`config.mk`:
```
export PLATFORM = sky130hd
export DESIGN_NAME = taxi_axil_regfile_flat
export DESIGN_NICKNAME = d
export VERILOG_FILES = /design/src/rtl/taxi_axil_regfile_if.sv /design/src/rtl/taxi_axil_regfile.sv /design/src/flat_wrapper.sv
export SDC_FILE = /design/constraint.sdc
export NUM_CORES = 1
export LEC_CHECK = 0
export CAP_MARGIN = 10
export CORE_AREA = 2 2 273 275
export DETAILED_ROUTE_END_ITERATION = 10
export DIE_AREA = 0 0 275 277
export GPL_ROUTABILITY_DRIVEN = 0
export PLACE_DENSITY = 0.66
export SYNTH_ARGS = -nofsm -noshare
export SYNTH_HDL_FRONTEND = slang
export SYNTH_SLANG_ARGS = --single-unit
```
`constraint.sdc`:
```
create_clock -name clk -period 2.4 [get_ports clk]
set_input_delay 0.48 -clock clk [delete_from_list [all_inputs] [get_ports clk]]
set_output_delay 0.48 -clock clk [all_outputs]
set_load 0.02 [all_outputs]
```
`src/rtl/taxi_axil_regfile_if.sv`:
```
// AXI4-lite bus bundle shared by the register file and its masters.
// Write (AW/W/B) and read (AR/R) halves have separate modports so each can be bound independently.
interface taxi_axil_if #(
    parameter int DATA_W   = 32,
    parameter int ADDR_W   = 32,
    parameter int STRB_W   = DATA_W / 8,
    parameter int AWUSER_W = 1,
    parameter int WUSER_W  = 1,
    parameter int BUSER_W  = 1,
    parameter int ARUSER_W = 1,
    parameter int RUSER_W  = 1
);
    logic [ADDR_W-1:0]   awaddr;
    logic [2:0]          awprot;
    logic [AWUSER_W-1:0] awuser;
    logic                awvalid;
    logic                awready;
    logic [DATA_W-1:0]   wdata;
    logic [STRB_W-1:0]   wstrb;
    logic [WUSER_W-1:0]  wuser;
    logic                wvalid;
    logic                wready;
    logic [1:0]          bresp;
    logic [BUSER_W-1:0]  buser;
    logic                bvalid;
    logic                bready;
    logic [ADDR_W-1:0]   araddr;
    logic [2:0]          arprot;
    logic [ARUSER_W-1:0] aruser;
    logic                arvalid;
    logic                arready;
    logic [DATA_W-1:0]   rdata;
    logic [1:0]          rresp;
    logic [RUSER_W-1:0]  ruser;
    logic                rvalid;
    logic                rready;

    modport wr_slv (
        input  awaddr, awprot, awuser, awvalid,
        output awready,
        input  wdata, wstrb, wuser, wvalid,
        output wready,
        output bresp, buser, bvalid,
        input  bready
    );

    modport rd_slv (
        input  araddr, arprot, aruser, arvalid,
        output arready,
        output rdata, rresp, ruser, rvalid,
        input  rready
    );

    modport wr_mst (
        output awaddr, awprot, awuser, awvalid,
        input  awready,
        output wdata, wstrb, wuser, wvalid,
        input  wready,
        input  bresp, buser, bvalid,
        output bready
    );

    modport rd_mst (
        output araddr, arprot, aruser, arvalid,
        input  arready,
        input  rdata, rresp, ruser, rvalid,
        output rready
    );
endinterface

```
`src/rtl/taxi_axil_regfile.sv`:
```
// AXI4-lite slave exposing REG_COUNT byte-writable registers with per-register access strobes.
// Write and read paths are independent two-state FSMs; AW and W may arrive in any order.
module taxi_axil_regfile #(
    parameter int REG_COUNT = 16,
    // Register width; must equal the DATA_W of the connected interface.
    parameter int DATA_W = 32,
    parameter logic [REG_COUNT*DATA_W-1:0] REG_RESET = '0
) (
    input  logic                        clk,
    input  logic                        rst_n,
    taxi_axil_if.wr_slv                 s_axil_wr,
    taxi_axil_if.rd_slv                 s_axil_rd,
    output logic [REG_COUNT*DATA_W-1:0] reg_q,
    output logic [REG_COUNT-1:0]        reg_wr_stb,
    output logic [REG_COUNT-1:0]        reg_rd_stb
);
    localparam int ADDR_W   = s_axil_wr.ADDR_W;
    localparam int STRB_W   = s_axil_wr.STRB_W;
    localparam int ADDR_LSB = $clog2(STRB_W);
    // One spare bit so REG_COUNT itself is representable for the range compare.
    localparam int IDX_W    = ADDR_W + 1;

    localparam logic [1:0] RESP_OKAY   = 2'b00;
    localparam logic [1:0] RESP_DECERR = 2'b11;

    typedef enum logic {WR_IDLE, WR_RESP} wr_state_t;
    typedef enum logic {RD_IDLE, RD_RESP} rd_state_t;

    logic [REG_COUNT-1:0][DATA_W-1:0] regs_q, regs_d;

    wr_state_t            wr_state_q, wr_state_d;
    logic                 aw_held_q, aw_held_d;
    logic                 w_held_q, w_held_d;
    logic [ADDR_W-1:0]    awaddr_q, awaddr_d;
    logic [DATA_W-1:0]    wdata_q, wdata_d;
    logic [STRB_W-1:0]    wstrb_q, wstrb_d;
    logic                 bvalid_q, bvalid_d;
    logic [1:0]           bresp_q, bresp_d;
    logic [REG_COUNT-1:0] wr_stb_q, wr_stb_d;

    rd_state_t            rd_state_q, rd_state_d;
    logic                 rvalid_q, rvalid_d;
    logic [1:0]           rresp_q, rresp_d;
    logic [DATA_W-1:0]    rdata_q, rdata_d;
    logic [REG_COUNT-1:0] rd_stb_q, rd_stb_d;

    logic                 awready, wready, arready;
    logic                 aw_hs, w_hs, ar_hs, wr_commit;
    logic [ADDR_W-1:0]    wr_addr;
    logic [DATA_W-1:0]    wr_data;
    logic [STRB_W-1:0]    wr_strb;
    logic [IDX_W-1:0]     wr_idx, rd_idx;
    logic                 wr_in_range, rd_in_range;

    // Readies are gated by rst_n so they read 0 during reset and 1 the first cycle after.
    assign awready = (wr_state_q == WR_IDLE) && !aw_held_q && rst_n;
    assign wready  = (wr_state_q == WR_IDLE) && !w_held_q && rst_n;
    assign arready = (rd_state_q == RD_IDLE) && rst_n;

    assign aw_hs = s_axil_wr.awvalid && awready;
    assign w_hs  = s_axil_wr.wvalid && wready;
    assign ar_hs = s_axil_rd.arvalid && arready;

    assign wr_addr     = aw_hs ? s_axil_wr.awaddr : awaddr_q;
    assign wr_data     = w_hs ? s_axil_wr.wdata : wdata_q;
    assign wr_strb     = w_hs ? s_axil_wr.wstrb : wstrb_q;
    assign wr_idx      = IDX_W'(wr_addr >> ADDR_LSB);
    assign wr_in_range = wr_idx < IDX_W'(REG_COUNT);
    assign wr_commit   = (aw_held_q || aw_hs) && (w_held_q || w_hs);

    assign rd_idx      = IDX_W'(s_axil_rd.araddr >> ADDR_LSB);
    assign rd_in_range = rd_idx < IDX_W'(REG_COUNT);

    always_comb begin
        wr_state_d = wr_state_q;
        aw_held_d  = aw_held_q;
        w_held_d   = w_held_q;
        awaddr_d   = awaddr_q;
        wdata_d    = wdata_q;
        wstrb_d    = wstrb_q;
        bvalid_d   = bvalid_q;
        bresp_d    = bresp_q;
        wr_stb_d   = '0;
        regs_d     = regs_q;
        if (wr_state_q == WR_IDLE) begin
            if (wr_commit) begin
                aw_held_d  = 1'b0;
                w_held_d   = 1'b0;
                bvalid_d   = 1'b1;
                bresp_d    = wr_in_range ? RESP_OKAY : RESP_DECERR;
                wr_state_d = WR_RESP;
                for (int i = 0; i < REG_COUNT; i++) begin
                    if (wr_idx == IDX_W'(i)) begin
                        wr_stb_d[i] = 1'b1;
                        for (int b = 0; b < STRB_W; b++) begin
                            if (wr_strb[b]) regs_d[i][b*8 +: 8] = wr_data[b*8 +: 8];
                        end
                    end
                end
            end else begin
                if (aw_hs) begin
                    aw_held_d = 1'b1;
                    awaddr_d  = s_axil_wr.awaddr;
                end
                if (w_hs) begin
                    w_held_d = 1'b1;
                    wdata_d  = s_axil_wr.wdata;
                    wstrb_d  = s_axil_wr.wstrb;
                end
            end
        end else if (s_axil_wr.bready) begin
            bvalid_d   = 1'b0;
            wr_state_d = WR_IDLE;
        end
    end

    // Read data comes from regs_q, so a write committing on the same edge is not visible.
    always_comb begin
        rd_state_d = rd_state_q;
        rvalid_d   = rvalid_q;
        rresp_d    = rresp_q;
        rdata_d    = rdata_q;
        rd_stb_d   = '0;
        if (rd_state_q == RD_IDLE) begin
            if (ar_hs) begin
                rvalid_d   = 1'b1;
                rresp_d    = rd_in_range ? RESP_OKAY : RESP_DECERR;
                rdata_d    = '0;
                rd_state_d = RD_RESP;
                for (int i = 0; i < REG_COUNT; i++) begin
                    if (rd_idx == IDX_W'(i)) begin
                        rdata_d     = regs_q[i];
                        rd_stb_d[i] = 1'b1;
                    end
                end
            end
        end else if (s_axil_rd.rready) begin
            rvalid_d   = 1'b0;
            rd_state_d = RD_IDLE;
        end
    end

    always_ff @(posedge clk) begin
        if (!rst_n) begin
            regs_q     <= REG_RESET;
            wr_state_q <= WR_IDLE;
            aw_held_q  <= 1'b0;
            w_held_q   <= 1'b0;
            awaddr_q   <= '0;
            wdata_q    <= '0;
            wstrb_q    <= '0;
            bvalid_q   <= 1'b0;
            bresp_q    <= 2'b00;
            wr_stb_q   <= '0;
            rd_state_q <= RD_IDLE;
            rvalid_q   <= 1'b0;
            rresp_q    <= 2'b00;
            rdata_q    <= '0;
            rd_stb_q   <= '0;
        end else begin
            regs_q     <= regs_d;
            wr_state_q <= wr_state_d;
            aw_held_q  <= aw_held_d;
            w_held_q   <= w_held_d;
            awaddr_q   <= awaddr_d;
            wdata_q    <= wdata_d;
            wstrb_q    <= wstrb_d;
            bvalid_q   <= bvalid_d;
            bresp_q    <= bresp_d;
            wr_stb_q   <= wr_stb_d;
            rd_state_q <= rd_state_d;
            rvalid_q   <= rvalid_d;
            rresp_q    <= rresp_d;
            rdata_q    <= rdata_d;
            rd_stb_q   <= rd_stb_d;
        end
    end

    assign s_axil_wr.awready = awready;
    assign s_axil_wr.wready  = wready;
    assign s_axil_wr.bvalid  = bvalid_q;
    assign s_axil_wr.bresp   = bresp_q;
    assign s_axil_wr.buser   = '0;

    assign s_axil_rd.arready = arready;
    assign s_axil_rd.rvalid  = rvalid_q;
    assign s_axil_rd.rresp   = rresp_q;
    assign s_axil_rd.rdata   = rdata_q;
    assign s_axil_rd.ruser   = '0;

    assign reg_q      = regs_q;
    assign reg_wr_stb = wr_stb_q;
    assign reg_rd_stb = rd_stb_q;

    logic unused_inputs;
    assign unused_inputs = ^{s_axil_wr.awprot, s_axil_wr.awuser, s_axil_wr.wuser,
                             s_axil_rd.arprot, s_axil_rd.aruser};
endmodule
```
`src/flat_wrapper.sv`:
```
// flat-port wrapper written by rule: the top's interface ports become plain ports
module taxi_axil_regfile_flat 
#(
    parameter int REG_COUNT = 16,
                                                                        
    parameter int DATA_W = 32,
    parameter logic [REG_COUNT*DATA_W-1:0] REG_RESET = '0
)
  (clk, rst_n, reg_q, reg_wr_stb, reg_rd_stb, s_axil_wr_awaddr, s_axil_wr_awprot, s_axil_wr_awuser, s_axil_wr_awvalid, s_axil_wr_awready, s_axil_wr_wdata, s_axil_wr_wstrb, s_axil_wr_wuser, s_axil_wr_wvalid, s_axil_wr_wready, s_axil_wr_bresp, s_axil_wr_buser, s_axil_wr_bvalid, s_axil_wr_bready, s_axil_rd_araddr, s_axil_rd_arprot, s_axil_rd_aruser, s_axil_rd_arvalid, s_axil_rd_arready, s_axil_rd_rdata, s_axil_rd_rresp, s_axil_rd_ruser, s_axil_rd_rvalid, s_axil_rd_rready);
  taxi_axil_if #(.DATA_W(DATA_W)) s_axil_wr_i ();
  taxi_axil_if #(.DATA_W(DATA_W)) s_axil_rd_i ();
  input  logic clk;
  input  logic rst_n;
  output logic [REG_COUNT*DATA_W-1:0] reg_q;
  output logic [REG_COUNT-1:0] reg_wr_stb;
  output logic [REG_COUNT-1:0] reg_rd_stb;
  input wire logic [$bits(s_axil_wr_i.awaddr)-1:0] s_axil_wr_awaddr;
  input wire logic [$bits(s_axil_wr_i.awprot)-1:0] s_axil_wr_awprot;
  input wire logic [$bits(s_axil_wr_i.awuser)-1:0] s_axil_wr_awuser;
  input wire logic [$bits(s_axil_wr_i.awvalid)-1:0] s_axil_wr_awvalid;
  output wire logic [$bits(s_axil_wr_i.awready)-1:0] s_axil_wr_awready;
  input wire logic [$bits(s_axil_wr_i.wdata)-1:0] s_axil_wr_wdata;
  input wire logic [$bits(s_axil_wr_i.wstrb)-1:0] s_axil_wr_wstrb;
  input wire logic [$bits(s_axil_wr_i.wuser)-1:0] s_axil_wr_wuser;
  input wire logic [$bits(s_axil_wr_i.wvalid)-1:0] s_axil_wr_wvalid;
  output wire logic [$bits(s_axil_wr_i.wready)-1:0] s_axil_wr_wready;
  output wire logic [$bits(s_axil_wr_i.bresp)-1:0] s_axil_wr_bresp;
  output wire logic [$bits(s_axil_wr_i.buser)-1:0] s_axil_wr_buser;
  output wire logic [$bits(s_axil_wr_i.bvalid)-1:0] s_axil_wr_bvalid;
  input wire logic [$bits(s_axil_wr_i.bready)-1:0] s_axil_wr_bready;
  input wire logic [$bits(s_axil_rd_i.araddr)-1:0] s_axil_rd_araddr;
  input wire logic [$bits(s_axil_rd_i.arprot)-1:0] s_axil_rd_arprot;
  input wire logic [$bits(s_axil_rd_i.aruser)-1:0] s_axil_rd_aruser;
  input wire logic [$bits(s_axil_rd_i.arvalid)-1:0] s_axil_rd_arvalid;
  output wire logic [$bits(s_axil_rd_i.arready)-1:0] s_axil_rd_arready;
  output wire logic [$bits(s_axil_rd_i.rdata)-1:0] s_axil_rd_rdata;
  output wire logic [$bits(s_axil_rd_i.rresp)-1:0] s_axil_rd_rresp;
  output wire logic [$bits(s_axil_rd_i.ruser)-1:0] s_axil_rd_ruser;
  output wire logic [$bits(s_axil_rd_i.rvalid)-1:0] s_axil_rd_rvalid;
  input wire logic [$bits(s_axil_rd_i.rready)-1:0] s_axil_rd_rready;
  assign s_axil_wr_i.awaddr = s_axil_wr_awaddr;
  assign s_axil_wr_i.awprot = s_axil_wr_awprot;
  assign s_axil_wr_i.awuser = s_axil_wr_awuser;
  assign s_axil_wr_i.awvalid = s_axil_wr_awvalid;
  assign s_axil_wr_awready = s_axil_wr_i.awready;
  assign s_axil_wr_i.wdata = s_axil_wr_wdata;
  assign s_axil_wr_i.wstrb = s_axil_wr_wstrb;
  assign s_axil_wr_i.wuser = s_axil_wr_wuser;
  assign s_axil_wr_i.wvalid = s_axil_wr_wvalid;
  assign s_axil_wr_wready = s_axil_wr_i.wready;
  assign s_axil_wr_bresp = s_axil_wr_i.bresp;
  assign s_axil_wr_buser = s_axil_wr_i.buser;
  assign s_axil_wr_bvalid = s_axil_wr_i.bvalid;
  assign s_axil_wr_i.bready = s_axil_wr_bready;
  assign s_axil_rd_i.araddr = s_axil_rd_araddr;
  assign s_axil_rd_i.arprot = s_axil_rd_arprot;
  assign s_axil_rd_i.aruser = s_axil_rd_aruser;
  assign s_axil_rd_i.arvalid = s_axil_rd_arvalid;
  assign s_axil_rd_arready = s_axil_rd_i.arready;
  assign s_axil_rd_rdata = s_axil_rd_i.rdata;
  assign s_axil_rd_rresp = s_axil_rd_i.rresp;
  assign s_axil_rd_ruser = s_axil_rd_i.ruser;
  assign s_axil_rd_rvalid = s_axil_rd_i.rvalid;
  assign s_axil_rd_i.rready = s_axil_rd_rready;
  taxi_axil_regfile #(.REG_COUNT(REG_COUNT), .DATA_W(DATA_W), .REG_RESET(REG_RESET)) u_core (.clk(clk), .rst_n(rst_n), .s_axil_wr(s_axil_wr_i), .s_axil_rd(s_axil_rd_i), .reg_q(reg_q), .reg_wr_stb(reg_wr_stb), .reg_rd_stb(reg_rd_stb));
endmodule
```
* After elaboration in Yosys (flattened, before gate mapping)
Index checks and enable logic that the tools add are counted.
** Word-level totals
- Input port bits :: 116
- Logic and storage cells :: 280
- Register bits after elaboration :: 654
** Cells by class
- Mux-type cells :: 69
- $lt $le $gt $ge :: 2
- Reduce and logical (&&, ||, !) cells :: 93
- Equal/unequal tests :: 32
- Bitwise logic cells :: 5
** Operators with widths (count)
- 32-bit two-way mux :: 18
- 30-bit by 4-bit == test with 1-bit output (second input constant) :: 16
- 4-bit AND reduction :: 64
- 30-bit by 3-bit == test with 1-bit output (second input constant) :: 8
- 30-bit by 2-bit == test with 1-bit output (second input constant) :: 4
- 33-bit zero test :: 2
- 30-bit by 1-bit == test with 1-bit output (second input constant) :: 2
- 30-bit by 5-bit < comparator with 1-bit output (second input constant) :: 2
- 1-bit two-way mux :: 48
- 2-bit AND reduction :: 7
- 1-bit logical AND :: 9
- 2-bit nonzero test :: 4
- 3-bit OR reduction :: 2
- 1-bit NOT :: 5
- 2-bit two-way mux :: 2
- 4-bit two-way mux :: 1
- 2-bit inequality test (second input constant) :: 2
- 3-bit AND reduction :: 1
- 1-bit zero test :: 2
- 1-bit logical OR :: 2

* Logic depth before layout (Yosys ltp)
- Depth after elaboration :: 17
- Gate-level depth with buffers :: 11
- Gate-level depth less buffers :: 7

* Worst setup path before layout
OpenSTA, ideal clock, no wires.
- Path kind :: input -> register
- Start point :: input port s_axil_wr_awaddr[17]
- End point :: register u_core.regs_q (netlist bit u_core.reg_q[343])
- Buffers on the path :: 0
- Required time :: 2327 ps
- Setup time :: 73 ps
- Setup slack :: -209 ps
- Data arrival time :: 2537 ps
- Cell stages on the path :: 7
- Cells stage by stage :: nor4_1 -> and4_1 -> nand4_1 -> a2111oi_4 -> nand2_4 -> nor2_8 -> mux2i_1
** On the way
- Longest elaborated chain between the ends :: 3
** Ends and longest elaborated chain
- start, declared :: RTL line flat_wrapper.sv:17 : input wire logic [$bits(s_axil_wr_i.awaddr)-1:0] s_axil_wr_awaddr;
- 32-bit two-way mux
- 30-bit by 4-bit == test with 1-bit output :: RTL line taxi_axil_regfile.sv:93 : if (wr_idx == IDX_W'(i)) begin
- 4-bit AND reduction (no line)
- end signal, assigned :: RTL line taxi_axil_regfile.sv:161 : regs_q <= regs_d;
- end, declared :: RTL line taxi_axil_regfile.sv:29 : logic [REG_COUNT-1:0][DATA_W-1:0] regs_q, regs_d;
No other way between the ends.
A chain may end at the register's enable or synchronous reset.

* Worst setup path in the final report
- Start point :: register u_core.awaddr_q[16]
- End point :: register u_core.regs_q (netlist bit u_core.reg_q[48])
** On the way
- Longest elaborated chain between the ends :: 3
** Ends and longest elaborated chain
- start, declared :: RTL line taxi_axil_regfile.sv:34 : logic [ADDR_W-1:0] awaddr_q, awaddr_d;
- start signal, assigned :: RTL line taxi_axil_regfile.sv:165 : awaddr_q <= awaddr_d;
- 32-bit two-way mux
- 30-bit by 1-bit == test with 1-bit output :: RTL line taxi_axil_regfile.sv:93
- 4-bit AND reduction (no line)
No other way between the ends.

==> results.py <==
metrics = {
    "floorplan": {
        "pin_count": 703,
        "die_h_um": 277,
        "start_util_pct": 39.44,
        "coreArea_um2": 73570,
        "die_w_um": 275,
        "dieArea_um2": 76180,
        "num_rows": 100,
    },
    "synth": {
        "synth_compound_area_share_pct": 11.05,
        "synth_ff_type": "dfxtp_1",
        "ys_seq_area_share_pct": 44.84,
        "synthArstFlopShare_pct": 0,
        "netlist_instances": 3187,
        "synth-edff-count": 0,
        "avgSynthCellArea_um2": 9.105,
        "synth_adder_area_share_pct": 0,
        "ys_warn_count": 0,
        "synth.mux.area_fraction_pct": 19.67,
        "ys_ff_latch": 650,
        "synth_top_family_by_area": "simple AND/OR/NAND/NOR gates",
        "yosysUniqueCellTypes": 80,
        "synth.cell_area_um2": 29020,
        "synth_xor_area_share_pct": 0,
        "synth_simple_gate_area_share_pct": 21.15,
    },
    "sta": {
        "slew_headroom_pct": 32.26,
        "worst_pin_slew_ns": 1.016,
        "setup_viol": 347,
        "setup_slack_ns": -0.1551,
        "skew_ns": 0.02445,
        "period_share_pct": 106.5,
        "whs_ns": 0.3833,
        "rsz0062_at_grt": "yes",
        "period_needed_ns": 2.555,
        "setup_tns_ns": -23.69,
        "max_freq_mhz": 391.4,
        "finalHoldViolations": 0,
        "slew_viol_final": 0,
    },
    "power_and_ir_drop": {
        "fin_total_pwr_mw": 25.00,
        "vdd_drop_max_mv": 0.5300,
        "p_per_area_nw_per_um2": 544.1,
        "p_leak_nw": 17.88,
    },
    "job": {
        "max_cap_viol_count": 0,
    },
    "global_route": {
        "gr-usage-all-layers_pct": 37.31,
        "grt_pass1_vias": 29156,
        "grt_overflow": 0,
        "grt_antenna_before_repair": 1,
        "grt_pass1_wl_mm": 207.8,
        "grt_max_degree": 178,
    },
    "route": {
        "wl_mm": 149.0,
        "via_per_inst": 5.766,
        "dr.pass1.iters": 8,
        "wl_per_cell_um": 27.85,
        "drtIter0Drc": 4068,
        "vias": 30852,
        "drc": 0,
        "ant_nets": 0,
    },
    "critical_path": {
        "cpMostUsedCell": "buf_6",
        "cp_slowest_cell": "or4_4",
        "worstReg2RegStart": "u_core.awaddr_q[16]$_SDFFE_PN0P_",
        "reg2regPathDepth": 9,
        "critical_path_arrival_ns": 3.05,
        "worstPathCellList": "or4_4, nor4_4, nand2_2, buf_6, a211oi_4, buf_6, and2_4, nand2_4, mux2i_2",
        "crit_buf_inv": 2,
        "startpoint_type": "flip-flop",
        "critPathCaptureType": "flip-flop",
        "crit_required_ns": 2.89,
        "r2r_setup_slack_ns": -0.16,
        "crit_type": "reg2reg",
        "cp_top_family": "simple AND/OR/NAND/NOR gates",
        "max_stage_delay_ns": 0.53,
        "critical_path_peak_fanout": 8,
        "worstReg2RegEnd": "u_core.reg_q[48]$_SDFFE_PN0P_",
    },
    "clocking": {
        "clk_pin_slew_ns": 0.06,
        "h-tree-depth": 3,
        "numCtsBuffers": 73,
        "insertion_delay_ns": 0.64,
        "cts_tree": "built",
        "root_buffer": "clkbuf_16",
        "cts.sinks": 650,
        "clk_path_buf_depth": 3,
    },
    "placement": {
        "io_buffers": 687,
        "dp_hpwl_mm": 115.0,
        "place_ws_ns": -1.425,
        "placed_cells": 5163,
        "placed_cell_area_um2": 41600,
    },
    "finish": {
        "postLayoutCoreUtil_pct": 62.44,
        "layout_common_cells": "nand2_1 (805), clkdlybuf4s50_1 (653), dfxtp_1 (649)",
        "syn_to_final_growth_pct": 58.30,
        "fin_cells": 5351,
        "drive_gt1_share_pct": 21.83,
        "fin_area_um2": 45940,
        "fin_nets": 4443,
        "layout_commonest_cell": "nand2_1",
    },
    "worst_hold_path": {
        "worstHoldStart": "s_axil_wr_awaddr[11]",
        "min_to": "u_core.awaddr_q[11]$_SDFFE_PN0P_",
        "whs_path_depth": 4,
        "hold_class": "in2reg",
    },
    "outcome": {
        "status": "complete, but fails checks",
        "violations": "negative setup slack",
    },
}
[cells in the mapped netlist (all sizes together) (4+ instances only)]
library cell  number  area share [%]
a221o              6            0.21
a32oi              7            0.21
nor2b             43            0.93
nand2            838              11
o221ai            13            0.39
dfxtp            650              45
o211a              4            0.14
a2111oi            4            0.19
o2111ai           11            0.33
a221oi            17            0.51
nor4              45             1.4
clkbuf           178             2.3
and4               5            0.15
o22a               9            0.27
a21o               6            0.16
a31oi             21            0.45
o211ai            18            0.47
a211oi            13            0.37
or4                7            0.19
nand2b            11            0.24
o22ai             20            0.43
nand3             37            0.64
a222oi            21            0.72
nand4             20            0.50
o31ai             14            0.36
and2b              4            0.10
a21boi            39             1.0
a22o              11            0.33
inv                8            0.10
a22oi             57             1.5
or3               17            0.37
nor2             183             3.9
o21ai             60             1.0
mux2i            559              19
buf               47            0.86
mux2               7            0.27
o2bb2ai            5            0.15
nor3              43            0.79
a21oi             74             1.3
or2                5            0.11
and3              10            0.22
and2              11            0.24
[logic make-up after synthesis]
| group | Yosys count |
|---|---|
| simple gates | 1288 |
| compound gates | 448 |
| mux | 567 |
| flops | 650 |
| other cells | 1 |
| buf+inv | 233 |
[repair_timing]
item                       CTS  global route
pin swaps                   69            92
buffers inserted            35            26
hold buffers                 0             0
setup endpoints to repair  465           545
cloned                       5             1
gates resized for setup    182           155
[where the power goes]
group	switching (mW)	internal, mW
Clock	4.73	7.10
Sequential	0.0900	10.9
Combinational	1.31	0.877
Total	6.13	18.9
[final cells by class]
class	instances	area, um2
Clock buffer	113	2292
Timing Repair Buffer	1289	13010
Sequential cell	650	13010
Fill cell	6176	27630
Multi-Input combinational cell	2305	16150
Inverter	8	30.03
Antenna cell	2	5.005
Tap cell	969	1212
Clock inverter	15	219.0
[worst min-delay path, stage by stage]
cell and delay, ns:
dlygate4sd2_1 0.23, buf_4 0.11, mux2i_1 0.05, nor2b_1 0.09
[sequential cells by signal, indices dropped and copies added (netlist names)]
signal,flops
u_core.reg_q,512
u_core.s_axil_rd.rdata,32
u_core.wdata_q,32
u_core.awaddr_q,30
u_core.reg_rd_stb,16
u_core.reg_wr_stb,16
u_core.wstrb_q,4
u_core.aw_held_q,1
u_core.rd_state_q,1
u_core.s_axil_rd.rresp,1
u_core.s_axil_rd.rvalid,1
u_core.s_axil_wr.bresp,1
u_core.s_axil_wr.bvalid,1
u_core.w_held_q,1
u_core.wr_state_q,1
[how the worst max path moves through the flow]
stage                                     start                                      end  slack, ns  depth (start not counted)
2_1_floorplan                 s_axil_wr_awvalid           u_core.reg_q[303]$_SDFFE_PN0P_      -0.14                          8
3_3_place_gp               s_axil_rd_araddr[17]  u_core.s_axil_rd.rdata[25]$_SDFFE_PN0P_      -1.47                         11
3_5_place_dp               s_axil_rd_araddr[17]  u_core.s_axil_rd.rdata[25]$_SDFFE_PN0P_      -1.43                         11
4_1_cts        u_core.awaddr_q[16]$_SDFFE_PN0P_            u_core.reg_q[41]$_SDFFE_PN0P_      -0.14                         10
5_1_grt                    s_axil_wr_awaddr[29]           u_core.reg_q[165]$_SDFFE_PN0P_      -0.28                         12
6_report       u_core.awaddr_q[16]$_SDFFE_PN0P_            u_core.reg_q[48]$_SDFFE_PN0P_      -0.16                          9
[routing by layer]
metal	share of wire, %	track usage (%)
met3	10	9.642
met2	46	60.15
met1	37	44.62
met4	7.3	21.84
met5	0	0
No activity file was read; power rests on OpenSTA's default activity.
